File: config.mk
export PLATFORM = sky130hd
export DESIGN_NAME = mmio_timer
export DESIGN_NICKNAME = d
export VERILOG_FILES = /design/src/rtl/mmio_timer_pkg.sv /design/src/rtl/mmio_timer.sv
export SDC_FILE = /design/constraint.sdc
export NUM_CORES = 1
export LEC_CHECK = 0
export CAP_MARGIN = 20
export CORE_ASPECT_RATIO = 1.2
export CORE_MARGIN = 1.5
export CORE_UTILIZATION = 45
export CTS_BUF_LIST = sky130_fd_sc_hd__clkbuf_8 sky130_fd_sc_hd__clkbuf_16
export DETAILED_ROUTE_END_ITERATION = 10
export PLACE_DENSITY = 0.82
export SLEW_MARGIN = 25
export SYNTH_ARGS = -nofsm -noshare
export SYNTH_HDL_FRONTEND = slang
export SYNTH_SLANG_ARGS = --single-unit
File: constraint.sdc
create_clock -name clk -period 5.9 [get_ports clk]
set_input_delay 0.59 -clock clk [delete_from_list [all_inputs] [get_ports clk]]
set_output_delay 0.59 -clock clk [all_outputs]
set_load 0.01 [all_outputs]
File: src/rtl/mmio_timer_pkg.sv
// Shared definitions for mmio_timer: register offsets, CTRL field layout,
// mode and FSM encodings, and the Timer0/Timer1 bus windows.
package mmio_timer_pkg;

   localparam logic [1:0] CTRL_OFF   = 2'd0;
   localparam logic [1:0] PRESET_OFF = 2'd1;
   localparam logic [1:0] COUNT_OFF  = 2'd2;
   localparam logic [1:0] RSVD_OFF   = 2'd3;

   localparam int CTRL_EN      = 0;
   localparam int CTRL_MODE_LO = 1;
   localparam int CTRL_MODE_HI = 2;
   localparam int CTRL_IM      = 3;

   typedef enum logic [1:0] {
      MODE_ONESHOT = 2'b00,
      MODE_RELOAD  = 2'b01,
      MODE_RSVD_2  = 2'b10,
      MODE_RSVD_3  = 2'b11
   } mode_e;

   typedef enum logic [1:0] {
      ST_IDLE = 2'b00,
      ST_CNT  = 2'b01,
      ST_INT  = 2'b10
   } state_e;

   localparam logic [31:0] TIMER0_BASE = 32'h0000_7F00;
   localparam logic [31:0] TIMER1_BASE = 32'h0000_7F10;

   // Window decode used by the bus bridge: bit0 hits Timer0, bit1 hits Timer1.
   function automatic logic [1:0] timer_select(input logic [31:0] byte_addr);
      logic [1:0] hit;
      hit[0] = (byte_addr[31:4] == TIMER0_BASE[31:4]);
      hit[1] = (byte_addr[31:4] == TIMER1_BASE[31:4]);
      return hit;
   endfunction

   function automatic logic [31:0] ctrl_word(input logic en, input mode_e mode, input logic im);
      logic [31:0] w;
      w = '0;
      w[CTRL_EN]                   = en;
      w[CTRL_MODE_HI:CTRL_MODE_LO] = mode;
      w[CTRL_IM]                   = im;
      return w;
   endfunction

endpackage

File: src/rtl/mmio_timer.sv
// Memory-mapped countdown timer (CTRL/PRESET/COUNT) with a level interrupt.
// Define TIMER_AUTO_RELOAD_EN to store CTRL.MODE and enable auto-reload.
module mmio_timer
   import mmio_timer_pkg::*;
(
   input  logic        clk,
   input  logic        reset,
   input  logic [31:2] addr,
   input  logic        we,
   input  logic [31:0] din,
   output logic [31:0] dout,
   output logic        irq
);

   state_e      state;
   logic        ctrl_en;
   logic        ctrl_im;
   mode_e       ctrl_mode;
   logic [31:0] preset;
   logic [31:0] count;
   logic        irq_flag;
   logic        unused_addr;

   assign unused_addr = ^addr[31:4];

`ifndef TIMER_AUTO_RELOAD_EN
   assign ctrl_mode = MODE_ONESHOT;
`endif

   // NOTE: non-blocking assignments throughout; the CPU write below is placed
   // after the FSM so its CTRL/irq_flag updates override the FSM's on the same edge.
   always_ff @(posedge clk) begin
      if (reset) begin
         state    <= ST_IDLE;
         ctrl_en  <= 1'b0;
         ctrl_im  <= 1'b0;
`ifdef TIMER_AUTO_RELOAD_EN
         ctrl_mode <= MODE_ONESHOT;
`endif
         preset   <= '0;
         count    <= '0;
         irq_flag <= 1'b0;
      end else begin
         case (state)
            ST_IDLE: begin
               if (ctrl_en) begin
                  count <= preset;
                  state <= ST_CNT;
               end
            end
            ST_CNT: begin
               if (!ctrl_en) begin
                  state <= ST_IDLE;
               end else if (count > 32'd1) begin
                  count <= count - 32'd1;
               end else begin
                  count    <= '0;
                  irq_flag <= 1'b1;
                  state    <= ST_INT;
               end
            end
            ST_INT: begin
               state <= ST_IDLE;
`ifdef TIMER_AUTO_RELOAD_EN
               if (ctrl_mode == MODE_RELOAD) begin
                  irq_flag <= 1'b0;
               end else begin
                  ctrl_en <= 1'b0;
               end
`else
               ctrl_en <= 1'b0;
`endif
            end
            default: state <= ST_IDLE;
         endcase

         if (we) begin
            case (addr[3:2])
               CTRL_OFF: begin
                  ctrl_en  <= din[CTRL_EN];
                  ctrl_im  <= din[CTRL_IM];
`ifdef TIMER_AUTO_RELOAD_EN
                  ctrl_mode <= mode_e'(din[CTRL_MODE_HI:CTRL_MODE_LO]);
`endif
                  irq_flag <= 1'b0;
               end
               PRESET_OFF: preset <= din;
               default: ;
            endcase
         end
      end
   end

   // NOTE: dout gets a default before the case so no latch is inferred.
   always_comb begin
      dout = '0;
      case (addr[3:2])
         CTRL_OFF:   dout = ctrl_word(ctrl_en, ctrl_mode, ctrl_im);
         PRESET_OFF: dout = preset;
         COUNT_OFF:  dout = count;
         RSVD_OFF:   dout = '0;
         default:    dout = '0;
      endcase
   end

   assign irq = irq_flag & ctrl_im;

endmodule

# After elaboration in Yosys (flattened, before gate mapping)
# Cells that the tools add are included.
[word_totals]
output_inout_bits = 33
reg_bits = 69
[classes]
bitwise_logic = 1
muxes = 17
eq_ne = 8
addsub = 1
order_cmp = 1
n_reduce_logical = 7
[op_table]
columns = ["cell", "count"]
rows = [
  ["32-bit case mux with 4 select lines", 1],
  ["32-bit two-way mux", 3],
  ["32-bit case mux with 2 select lines", 1],
  ["32-bit by 1-bit greater-than comparator with 1-bit output, second input constant", 1],
  ["32-bit by 1-bit subtractor with 32-bit output, second input constant", 1],
  ["1-bit two-way mux", 8],
  ["2-bit == test, second input constant", 3],
  ["2-bit two-way mux", 3],
  ["2-bit AND reduction", 3],
  ["2-bit by 1-bit == test with 1-bit output, second input constant", 2],
  ["2-bit zero test", 2],
  ["2-bit inequality test, second input constant", 2],
  ["2-bit case mux with 2 select lines", 1],
  ["3-bit inequality test, second input constant", 1],
  ["3-bit AND reduction", 1],
  ["2-bit nonzero test", 1],
  ["1-bit bitwise AND", 1],
]

# Logic depth before layout (Yosys ltp)
# Gate-level depths: netlist of run 1.
[depth]
ltp_word = 6
ltp_mapped = 8
depth_no_buf = 7

# Worst setup path before layout of run 1
# No wires, ideal clock.
[synth_timing]
path_type = "flip-flop to flip-flop"
startpoint = "register count[2]"
endpoint = "register count[12]"
stages_incl_launch_ff = 8
setup_slack_ps = 3797
arrival_ps = 1967
required_ps = 5764
period_less_slack_ps = 2103
path_buffers = 2
cell_sequence = "dfxtp_1 > buf_2 > or4_1 > nor4_2 > nand3_1 > buf_2 > a41oi_1 > o32ai_1"
[synth_between]
elab_chain_cells = 4
[synth_lines]
columns = ["item", "line", "rtl"]
rows = [
  ["start: declaration", "mmio_timer.sv:20", "logic [31:0] count;"],
  ["start signal: assignment", "mmio_timer.sv:47", "count <= preset;"],
  ["start signal: assignment", "mmio_timer.sv:55", "count <= count - 32'd1;"],
  ["32-bit by 1-bit subtractor with 32-bit output / 32-bit by 1-bit greater-than comparator with 1-bit output (equally long branches)", "mmio_timer.sv:55, mmio_timer.sv:54", ""],
  ["32-bit two-way mux (*)", "mmio_timer.sv:54", "end else if (count > 32'd1) begin"],
  ["32-bit two-way mux (*)", "mmio_timer.sv:52", "if (!ctrl_en) begin"],
  ["32-bit case mux with 2 select lines (*)", "mmio_timer.sv:44", "case (state)"],
]
# Every way passes the cells marked *; elsewhere a longest branch is shown, timed or not. The select of a mux whose other input is x is not followed.
# A chain may end at the register's enable or synchronous reset.

# Worst setup path after layout of run 1
[layout_timing]
startpoint = "input port addr[3] (netlist bit)"
endpoint = "output port dout[22]"
[layout_between]
elab_chain_cells = 2
[layout_lines]
columns = ["item", "line", "rtl"]
rows = [
  ["start: declaration", "mmio_timer.sv:8", "input logic [31:2] addr,"],
  ["2-bit == test (tied with other cells)", "mmio_timer.sv:97", "case (addr[3:2])"],
  ["32-bit case mux with 4 select lines (*)", "mmio_timer.sv:97", ""],
  ["end: declaration", "mmio_timer.sv:11", "output logic [31:0] dout,"],
]
# Every way passes the cells marked *; elsewhere a longest branch is shown, timed or not.

==> flow_summary.toml, run 1 <==
[critical_path]
r2r_start = "count[0]$_SDFFE_PP0P_"
crit_path_max_incr_delay_ps = 610
cp.required_ps = 5310
cp_common_cell = "clkdlybuf4s50_1"
worst-setup-path-type = "input pin to output pin"
path_delay_family = "buffers and inverters"
critPathMaxFanout = 30
worstPathCellList = "clkdlybuf4s50_1 -> nor2b_2 -> buf_4 -> a22o_1 -> clkdlybuf4s50_1"
worstPathArrival_ps = 2520
crit_slowest_cell = "clkdlybuf4s50_1"
cp-end-kind = "output pin"
worstSetupStartpointType = "input pin"
startpoint = "addr[3]"
cp_num_buf_inv = 3

[floorplanning]
start_util_pct = 45.9
die_h_microns = 105
core_area_sq_um = 8520
io_pins = 98
row_count = 37
die_x_microns = 88.1
die-area_sq_um = 9270

[power]
power_frac_clock_pct = 43.1
p_seq_share_pct = 43.4
cellLeakagePower_uw = 0.00177
vdd_drop_max_mv = 0.190
internal_power_uw = 826
power_switching_share_pct = 26.4
switchingPower_uw = 296
p_per_area_nw_per_um2 = 231
power_frac_comb_pct = 13.4

[timing]
finalSetupViolations = 0
clock_skew_ps = 11.1
period_share_pct = 52.7
fin_crit_ps = 3110
worst_pin_slew_ps = 1030
whs_ps = 474
slew_viol_final = 0
grt_setup_unrepaired = "false"
hold_viol_final = 0
slew_headroom_pct = 30.8
fin_tns_setup_ps = 0
fmax_mhz = 322

[synth]
synth_cell_types = 58
synth_flop_cell = "dfxtp_1"
ys_seq_area_share_pct = 35.3
synth_cells = 510
synth-edff-count = 0
syn_area_sq_um = 3910
ys_ff_latch = 69
syn_area_per_cell_sq_um = 7.67
ys_async_sr_fraction_pct = 0
syn_nets = 577
yosys_warnings = 0

[clocking]
cts_tree = "built"
clk_path_buf_depth = 2
cts_sinks = 69
cts-root-buf = "clkbuf_8"
numCtsBuffers = 9
cts_setup_buffers = 0
cts_resized = 0
h-tree-depth = 3
clk_pin_slew_ps = 70
clk_latency_ps = 350
postCtsHoldBufs = 0

[route]
avgViaCountPerCell = 6.37
routed_wl_microns = 11800
drt_iter0_markers = 502
ant_nets = 0
dr.pass1.iters = 5
drc = 0
detail_route.wl_per_cell_microns = 17.6
routed-via-count = 4265

[global_routing]
grt_pass1_wl_microns = 19500
antenna_found_initial = 0
grt-ovfl-total = 0
grt_pass1_vias = 4089
track_usage_pct = 26.5
grt_max_degree = 74

[job]
cap_violations = 0

[layout]
syn_to_final_growth_pct = 24.1
final_area_sq_um = 4860
utilization_pct = 57.0
layout.cells.non_filler = 670
fillCellCount = 799
nNetsFinal = 615
drive_gt1_share_pct = 7.59
antenna_cells = 0

[run_status]
outcome = "complete, no violations"

[placed_design]
io_buffers = 69
place.gp.congestion = 0.953
dp.final_hpwl_microns = 7680
place_inst = 654
place_area_sq_um = 4600

[hold_path]
hp-class = "register to register"
hold_start = "preset[9]$_SDFFE_PP0P_"
## cell type report
| type | count | area [sq um] | area share (%) |
|---|---|---|---|
| Clock inverter | 6 | 110 | 2.27 |
| Inverter | 8 | 30.0 | 0.618 |
| Tap cell | 117 | 146 | 3.01 |
| Clock buffer | 10 | 138 | 2.83 |
| Sequential cell | 69 | 1380 | 28.4 |
| Timing Repair Buffer | 75 | 731 | 15.0 |
| Multi-Input combinational cell | 385 | 2320 | 47.8 |
## cell usage after synthesis, drive strengths merged, types with 3 or more instances
| library cell | count | area share, % |
|---|---|---|
| nand4 | 9 | 1.4 |
| nor4 | 13 | 2.9 |
| inv | 7 | 0.67 |
| a22oi | 3 | 0.58 |
| o31a | 5 | 1.1 |
| or4 | 10 | 1.9 |
| nor2 | 19 | 1.8 |
| or2 | 5 | 0.80 |
| a31oi | 17 | 2.7 |
| nor2b | 3 | 0.48 |
| a21oi | 57 | 7.3 |
| o211ai | 7 | 1.3 |
| nor4b | 3 | 0.67 |
| mux2i | 3 | 0.77 |
| o32ai | 3 | 0.67 |
| dfxtp | 69 | 35 |
| a41oi | 3 | 0.67 |
| or3 | 8 | 1.4 |
| nand3 | 15 | 1.9 |
| o21ai | 11 | 1.4 |
| a22o | 30 | 6.7 |
| nand2b | 4 | 0.64 |
| and2 | 3 | 0.48 |
| buf | 5 | 0.77 |
| and3 | 17 | 2.7 |
| clkbuf | 43 | 4.1 |
| nor3 | 14 | 1.8 |
| nand2 | 83 | 8.0 |
| o22ai | 4 | 0.64 |
| o311ai | 4 | 0.90 |
| a211oi | 4 | 0.90 |
## power by group through the flow
stage | Clock, uW | Combinational [uW] | Sequential (uW)
2_1_floorplan | 0 | 93.8 | 492
3_3_place_gp | 0 | 145 | 497
3_5_place_dp | 0 | 148 | 498
4_1_cts | 481 | 148 | 487
5_1_grt | 503 | 164 | 488
6_report | 484 | 151 | 487
## sequential cells by signal (all words and copies together), names as in the netlist
signal / count
preset: 32
ctrl_en: 1
irq_flag: 1
state: 2
count: 32
ctrl_im: 1
## worst min-delay path: cells and delay by family, from the launching register on
family,cells,cell delay (ps)
flops,1,320
compound gates,1,50
simple gates,1,50
## cells by family after synthesis
kind of cell | count (synthesis) | share of synthesized area (%)
xor+xnor | 1 | 0.224
mux | 3 | 0.768
simple gates | 215 | 29.0
flops | 69 | 35.3
buf+inv | 56 | 5.66
fa+ha+maj | 2 | 0.639
compound gates | 164 | 28.4
## cells in the final DEF, fill, tap and decap left out, drive strengths merged, types with 11 or more instances in the layout
cell and instances:
nand2 83, and3 17, o21ai 11, a21oi 57, clkdlybuf4s50 68, nor3 14
nor4 13, nor2 19, dfxtp 69, nand3 15, a22o 30, a31oi 17
## routing by layer
| layer | global-route usage [%] | up-vias | part of all wire (%) |
|---|---|---|---|
| met1 | 35.3 | 2036 | 41 |
| met5 | 0 | - | 0 |
| met2 | 41.0 | 216 | 48 |
| met4 | 11.6 | 0 | 2.1 |
| met3 | 5.21 | 25 | 8.3 |
| li1 | - | 1988 | - |
## through the flow
stage                     power (uW)  setup slack, ps
after floorplan                  586             3800
after global placement           642             2790
after detailed placement         645             2800
after CTS                       1120             2790
after global routing            1160             2650
final                           1120             2790
## worst paths after layout
path / end / slack (ps) / cells past startpoint
max reg2reg: count[26]$_SDFFE_PP0P_ / 2850 / 7
min: preset[9]$_SDFFE_PP0P_ / 470 / 2
max: dout[22] / 2790 / 5
min reg2reg: preset[9]$_SDFFE_PP0P_ / 470 / 2
Power figures use the tool's default switching activity.
==> run 2, diff against run 1 <==
Clock period 5.9 ns to 3 ns, I/O delays scaled along.
==> run 2 against run 1 <==
- design area increased by 0.59%
- die area stayed put
- highest routed layer unchanged
- largest cell class unchanged
- non-clock buffer count increased by 12
- sequential power rose by 97%
- combinational power is 110% higher
==> flow_summary.toml, run 2 (same netlist as run 1, synthesis figures left out) <==
[layout]
largest_registers = "count (32), preset (32), state (2)"
fillCellCount = 818
nNetsFinal = 627
final_area_sq_um = 4890
final_cell_mix = "nand2_1 (83), dfxtp_1 (69), clkdlybuf4s50_1 (68)"
syn_to_final_growth_pct = 24.9
drive_gt1_share_pct = 8.33
final_common_cell = "nand2_1"
layout.cells.non_filler = 681
seq_area_sq_um = 1380
multiInputGateArea_sq_um = 2310
antenna_cells = 0

[floorplanning]
core_area_sq_um = 8520
die_h_microns = 105
io_pins = 98
die_x_microns = 88.1
row_count = 37
die-area_sq_um = 9270
start_util_pct = 45.9

[clocking]
cts_tree = "built"
clk_path_buf_depth = 2
clk_latency_ps = 370
h-tree-depth = 3
numCtsBuffers = 9
cts_setup_buffers = 0
cts_resized = 0
cts_sinks = 69
cts-root-buf = "clkbuf_8"
clk_pin_slew_ps = 60
postCtsHoldBufs = 0

[placed_design]
place.gp.congestion = 0.922
dp_slack_ps = 492
dp.final_hpwl_microns = 8240
place_area_sq_um = 4690
io_buffers = 69
place_inst = 666

[global_routing]
grt_pass1_wl_microns = 19800
top_usage_layer = "met2"
track_usage_pct = 27.3
grtUsageMet2_pct = 43.1
antenna_found_initial = 0
use_met1_pct = 34.5
grt_pass1_vias = 4104
grt_max_degree = 45
grt-ovfl-total = 0
grt_use_met3_pct = 6.08

[timing]
hold_viol_final = 0
period_share_pct = 84.7
fin_crit_ps = 2540
fmax_mhz = 394
grt_setup_unrepaired = "false"
whs_ps = 442
slew_viol_final = 0
slew_headroom_pct = 47.8
clock_skew_ps = 12.4
worst_pin_slew_ps = 776
finalSetupViolations = 0
setup_ws_ps = 460
fin_tns_setup_ps = 0

[route]
routed_wl_microns = 12200
dr.pass1.iters = 5
routed-via-count = 4315
detail_route.wl_per_cell_microns = 18.0
ant_nets = 0
drc = 0
avgViaCountPerCell = 6.34
drt_iter0_markers = 406

[power]
vdd_drop_max_mv = 0.288
switchingPower_uw = 563
power_frac_clock_pct = 37.6
power_frac_comb_pct = 15.6
p_seq_share_pct = 46.8
cellLeakagePower_uw = 0.00182
power_switching_share_pct = 27.5
internal_power_uw = 1480
p_per_area_nw_per_um2 = 419

[critical_path]
worstPathArrival_ps = 2240
worstSetupStartpointType = "input pin"
r2r_slack_ps = 510
worst-setup-path-type = "input pin to output pin"
critPathMaxFanout = 30
cp-end-kind = "output pin"
cp.required_ps = 2700

[run_status]
outcome = "complete, no violations"

[job]
cap_violations = 0

[hold_path]
hp-class = "input pin to register"
## run 2: changes by cell type in the layout (fill, tap and decap cells not counted)
| cell | before | now |
|---|---|---|
| inv_1 | 7 | 10 |
| nand2_1 | 82 | 83 |
| nor2_2 | 1 | 0 |
| clkinv_2 | 1 | 0 |
| and2_2 | 1 | 0 |
| nor2_1 | 18 | 19 |
| clkinvlp_4 | 2 | 0 |
| nand2_2 | 1 | 0 |
| bufinv_16 | 3 | 1 |
| and2_1 | 2 | 3 |
| clkbuf_8 | 10 | 11 |
| buf_4 | 6 | 18 |
## run 2: power groups by stage
stage | Clock, uW | Combinational (uW) | Sequential [uW]
after detailed placement | 0 | 314 | 977
after global routing | 812 | 346 | 959
after floorplan | 0 | 185 | 968
final | 770 | 320 | 958
after CTS | 770 | 315 | 956
after global placement | 0 | 308 | 976
## run 2: layer usage
| layer | wire [microns] | part of all wire, % | vias to the layer above |
|---|---|---|---|
| met2 | 5790 | 47 | 228 |
| met4 | 320 | 2.6 | 0 |
| met5 | 0 | 0 | - |
| met3 | 1100 | 9.0 | 35 |
| li1 | - | - | 2001 |
| met1 | 5020 | 41 | 2051 |
## run 2: metrics by stage
stage	utilization, %	total power, uW
3_5_place_dp	55.1	1290
6_report	57.4	2050
3_3_place_gp	55.1	1280
2_1_floorplan	-	1150
5_1_grt	57.4	2120
4_1_cts	57.4	2040
## run 2: final timing paths
check,start,to,cells after the start
setup / recovery,addr[3],dout[4],5
hold reg to reg,preset[16]$_SDFFE_PP0P_,preset[16]$_SDFFE_PP0P_,2
hold / removal,reset,ctrl_im$_SDFFE_PP0P_,2
setup reg to reg,count[12]$_SDFFE_PP0P_,count[9]$_SDFFE_PP0P_,5
## run 2: worst max-delay path, cell delays in order
cell and delay [ps]:
clkdlybuf4s50_1 610, nor2b_2 190, buf_4 340, a22o_1 240, clkdlybuf4s50_1 550
## run 2: cell type report
cell class / instances / share of cell area [%]
clock buffer: 11 / 3.10
clock inverter: 4 / 0.845
inverter: 8 / 0.615
multi-input combinational: 385 / 47.4
sequential: 69 / 28.3
tap: 117 / 3.00
timing repair buffer: 87 / 16.8
==> run 3, diff against run 2 <==
Settings changed: PLACE_DENSITY 0.82 to 0.85.
Clock period 3 ns to 2.2 ns, I/O delays scaled along.
==> run 3 against run 2 <==
- register-to-register slack got worse by 430 ps
- via count grew 4.9%
- utilization is 4.5 points higher
- sequential cell count did not move
- die area unchanged
- power rose by 50%
- count of clock-buffer cells in the layout down 2
- global-route usage up 1.2 points
- clock power rose by 65%
- hold slack got worse by 74 ps
- critical path depth unchanged
- highest routed layer unchanged
==> flow_summary.toml, run 3 (same netlist as run 1, synthesis figures left out) <==
[critical_path]
cp.required_ps = 1980
critPathMaxFanout = 30
cp-end-kind = "output pin"
worstSetupStartpointType = "input pin"
worst-setup-path-type = "input pin to output pin"
worstPathArrival_ps = 1920

[clocking]
h-tree-depth = 3
numCtsBuffers = 9
cts_sinks = 69
clk_path_buf_depth = 2
clk_latency_ps = 360
cts-root-buf = "clkbuf_8"
cts_tree = "built"
clk_pin_slew_ps = 80
postCtsHoldBufs = 0
cts_setup_buffers = 0

[route]
drc = 0
routed_wl_microns = 13200
routed-via-count = 4528
drt_iter0_markers = 480
detail_route.wl_per_cell_microns = 18.5
dr.pass1.iters = 5
ant_nets = 0
avgViaCountPerCell = 6.35

[placed_design]
dp.final_hpwl_microns = 9070
place_area_sq_um = 4970
io_buffers = 69
dp_slack_ps = 48.9
place.gp.congestion = 0.951

[floorplanning]
io_pins = 98
core_area_sq_um = 8520
row_count = 37
die_h_microns = 105
start_util_pct = 45.9
die_x_microns = 88.1
die-area_sq_um = 9270

[power]
vdd_drop_max_mv = 0.387
p_seq_share_pct = 42.4
p_per_area_nw_per_um2 = 583
internal_power_uw = 2240
power_frac_clock_pct = 41.3
cellLeakagePower_uw = 0.00203
power_frac_comb_pct = 16.3
switchingPower_uw = 830
power_switching_share_pct = 27.0

[layout]
final_common_cell = "nand2_1"
largest_registers = "count (32), preset (32), state (2)"
final_area_sq_um = 5270
syn_to_final_growth_pct = 34.7
fillCellCount = 743
nNetsFinal = 659
multiInputGateArea_sq_um = 2370
final_cell_mix = "nand2_1 (83), clkdlybuf4s50_1 (68), dfxtp_1 (67)"
seq_area_sq_um = 1390
antenna_cells = 0
drive_gt1_share_pct = 15.3

[global_routing]
grt-ovfl-total = 0
grt_pass1_vias = 4299
antenna_found_initial = 0
grt_pass1_wl_microns = 20900
grt_max_degree = 35
track_usage_pct = 28.5

[timing]
period_share_pct = 97.3
slew_headroom_pct = 60.8
hold_viol_final = 0
fin_tns_setup_ps = 0
fin_crit_ps = 2140
clock_skew_ps = 14.8
setup_ws_ps = 59.5
finalSetupViolations = 0
worst_pin_slew_ps = 586
fmax_mhz = 467
slew_viol_final = 0

[hold_path]
hp-class = "input pin to register"

[run_status]
outcome = "complete, no violations"

[job]
cap_violations = 0
[run 3: cell count changes in the layout (fill, tap and decap cells not counted), sizes merged]
cell      previous run  this run
clkinv               1         2
clkinvlp             0         1
buf                 19        51
bufinv               1         3
clkbuf              11         9
inv                 10         8
[run 3: worst max-delay path: stages]
cell and delay (ps):
clkdlybuf4s50_1 520, nor2b_2 210, buf_12 210, a22o_1 210, clkdlybuf4s50_1 550
[run 3: cell type report]
type	count	area share (%)
inverter	8	0.570
timing repair buffer	119	20.9
multi-input combinational	385	44.9
clock buffer	9	2.35
clock inverter	6	2.11
tap	117	2.78
sequential	69	26.4
[run 3: power by group through the flow]
stage	Sequential, uW	Combinational, uW	Clock, uW
finish	1300	501	1270
global route	1300	533	1320
CTS	1300	480	1270
detailed placement	1330	471	0
global placement	1330	459	0
floorplan	1320	252	0
[run 3: worst paths after layout]
check,cells past startpoint,slack [ps],end,startpoint
setup reg to reg,7,80,count[7]$_SDFFE_PP0P_,count[0]$_SDFFE_PP0P_
hold / removal,2,370,count[8]$_SDFFE_PP0P_,reset
setup / recovery,5,60,dout[4],addr[3]
hold reg to reg,2,470,preset[15]$_SDFFE_PP0P_,preset[15]$_SDFFE_PP0P_
[run 3: repair_timing]
| item | 4_1_cts | 5_1_grt |
|---|---|---|
| pin swaps | 0 | 2 |
| gates resized for setup | 5 | 10 |
| endpoints found under the setup margin | 4 | 15 |
[run 3: metrics by stage]
| step | hold WS, ps | utilization [%] | cells | total power, uW |
|---|---|---|---|---|
| 2_1_floorplan | 356 | - | 510 | 1570 |
| 3_3_place_gp | 457 | 58.4 | 698 | 1790 |
| 3_5_place_dp | 462 | 58.4 | 698 | 1800 |
| 4_1_cts | 345 | 61.4 | 713 | 3050 |
| 5_1_grt | 368 | 61.9 | 713 | 3150 |
| 6_report | 368 | 61.9 | 713 | 3070 |
[run 3: layer usage]
layer	share of wire (%)	global-route usage, %	up-vias
li1	-	-	2065
met1	40	37.4	2128
met2	47	45.0	276
met3	9.6	5.61	59
met4	3.4	12.5	0
met5	0	0	-
==> variant: new RTL, config.mk and constraints of run 2 <==
Re-encode `state_e` (3 states) as one-hot, 3 bits wide.
--- a/src/rtl/mmio_timer_pkg.sv
+++ b/src/rtl/mmio_timer_pkg.sv
@@ -20,8 +20,8 @@
    } mode_e;
 
-   typedef enum logic [1:0] {
-      ST_IDLE = 2'b00,
-      ST_CNT  = 2'b01,
-      ST_INT  = 2'b10
+   typedef enum logic [2:0] {
+      ST_IDLE = 3'b001,
+      ST_CNT  = 3'b010,
+      ST_INT  = 3'b100
    } state_e;
 
Check against the original RTL: no difference found for any inputs over 4 cycles, from zero or initial values and one cycle with reset high; so few cycles prove little.
==> variant against run 2 <==
- worst hold slack better by 0.0084 ns
- total power up 1.8%
- synthesized area up 2.8%
- routed wire length down 4.3%
- cell count up 0.15%
- final area up 1.8%
- register-to-register slack better by 0.03 ns
- worst setup slack better by 0.016 ns
- via count down 1.1%
- sequential cell count up 1
==> variant: results (changes against run 2) <==
** Global route
- The total global routing track utilization is 25.5% (-1.8 points).
- Largest net degree at the start of global routing :: 66 (+47%)
- The first-pass GRT wire length is 19100 um (-3.5%).
- The via count of the first global-routing pass was 4098 (-0.15%).

** Synth
- The total of warnings raised by yosys was 0 (unchanged).
- The fraction of synthesis flops using an asynchronous set or reset pin is 0% (unchanged).
- Sequential element share of the synthesized area :: 34.8% (-0.48 points)
- Most used flip-flop cell after synthesis :: sky130_fd_sc_hd__dfxtp_1
- Dominant cells by area after synthesis :: sky130_fd_sc_hd__dfxtp_1 35%, sky130_fd_sc_hd__nand2_1 8.9%, sky130_fd_sc_hd__a22o_1 6.5%
- The number of nets in the synthesized netlist came to 580 (+0.52%).
- Counting instances in the post-synthesis netlist gives the leading cell types as 95 x sky130_fd_sc_hd__nand2_1, 70 x sky130_fd_sc_hd__dfxtp_1, 48 x sky130_fd_sc_hd__a21oi_1, 35 x sky130_fd_sc_hd__clkbuf_1, 30 x sky130_fd_sc_hd__a22o_1.
- The cell count after synthesis came to 513 (+0.59%).

** Clock network
- Clock sinks :: 70 (+1.4%)
- Root Buffer :: sky130_fd_sc_hd__clkbuf_8
- H-tree depth :: 3 (unchanged)
- Clock insertion delay at the later pin of the skew report :: between 0.3 and 0.4 ns
- PostCTS Resize Cnt :: 0 (unchanged)
- The clock slew seen by the registers of the worst setup and hold paths came to 0.08 ns (+0.02 ns).
- Number of buffers added by the clock tree synthesis step :: 9 (unchanged)

** Final layout
- Proportion of layout cells with a drive suffix above 1 :: 9.20% (+0.87 points)
- Fin nets :: 627 (unchanged)
- Largest registers :: count: 32 flops, preset: 32 flops, state: 3 flops
- The non-filler instance count after layout was 682 (+0.15%).
- Antenna diode instance count :: 0 (unchanged)

** Power
- Static leakage :: 1.81 nW (-0.36%)
- Worst vdd ir :: 0.313 mV (+8.7%)

** Timing
- Max Transition Viols Final :: 0 (unchanged)
- The transition time of the tightest slew-check pin is 0.741 ns (-0.0348 ns).
- Worst Skew :: 0.0143 ns (+0.00197 ns)

** Detailed routing
- The detailed-routing iteration count for the pre-antenna-repair pass is 5 (unchanged).
- The average routed wire per standard cell is 17.2 um (-4.4%).
- The total via count after detailed routing came to 4267 (-1.1%).
- Number of design-rule violations left by the first detailed-router iteration :: 422 (+3.9%)

** Worst setup path
- Maximum single-stage delay on the critical path :: 0.60 ns
- The data arrival at the endpoint of the critical path was 2.22 ns (-0.02 ns).
- Max FO, Critical Path :: 30 (unchanged)
- Cell with the largest stage delay on the worst path :: sky130_fd_sc_hd__clkdlybuf4s50_1

** Outcome
- Status :: completed

** Placement
- The half-perimeter wire length of the detailed placement result is 7850 um (-4.7%).
- The routability congestion estimate was 0.916 (-0.63%).
- The number of cells after detailed placement is 666 (unchanged).
- Post-Place Worst Slack :: 0.514 ns (+0.0222 ns)
- The total of buffers placed on input and output ports came to 69 (unchanged).
- Cell area reported after detailed placement :: 4760 um^2 (+1.4%)
[variant: cells by family after synthesis]
logic type | Yosys count | synth area share, %
mux | 3 | 0.746
buf+inv | 62 | 6.62
simple gates | 214 | 28.8
fa+ha+maj | 2 | 0.622
compound gates | 161 | 28.2
flops | 70 | 34.8
xor+xnor | 1 | 0.218
[variant: power breakdown]
group          switching [mW]  internal [mW]  total [mW]
clock                   0.373          0.463       0.836
sequential             0.0190          0.947       0.966
combinational           0.164          0.119       0.283
[variant: final cells by class]
cell class / instances / area [um^2]
clock buffer: 9 / 124
multi-input combinational: 381 / 2370
fill: 777 / 3640
inverter: 16 / 60.1
clock inverter: 7 / 90.1
sequential: 70 / 1400
tap: 117 / 146
timing repair buffer: 82 / 783
[variant: routing by layer]
metal  vias to the layer above  track usage, %  routed length (um)
met5                         -               0                   0
met4                         0            14.0                 356
met3                        33            4.23                 831
met2                       214            40.3                5610
met1                      2006            32.6                4920
li1                       2014               -                   -
[variant: path summary, 6_finish.rpt]
| path | startpoint | to | slack (ns) | cells after the start |
|---|---|---|---|---|
| worst max register to register | count[8]$_SDFFE_PP0P_ | count[25]$_SDFFE_PP0P_ | 0.54 | 5 |
| worst min register to register | preset[10]$_SDFFE_PP0P_ | preset[10]$_SDFFE_PP0P_ | 0.47 | 2 |
| worst min-delay path | reset | count[29]$_SDFFE_PP0P_ | 0.45 | 4 |
| worst max-delay path | addr[3] | dout[26] | 0.48 | 5 |
[variant: worst min-delay path: stages]
cell	delay [ns]
sky130_fd_sc_hd__buf_2	0.12
sky130_fd_sc_hd__clkinv_1	0.18
sky130_fd_sc_hd__nand3_1	0.10
sky130_fd_sc_hd__o221ai_1	0.07
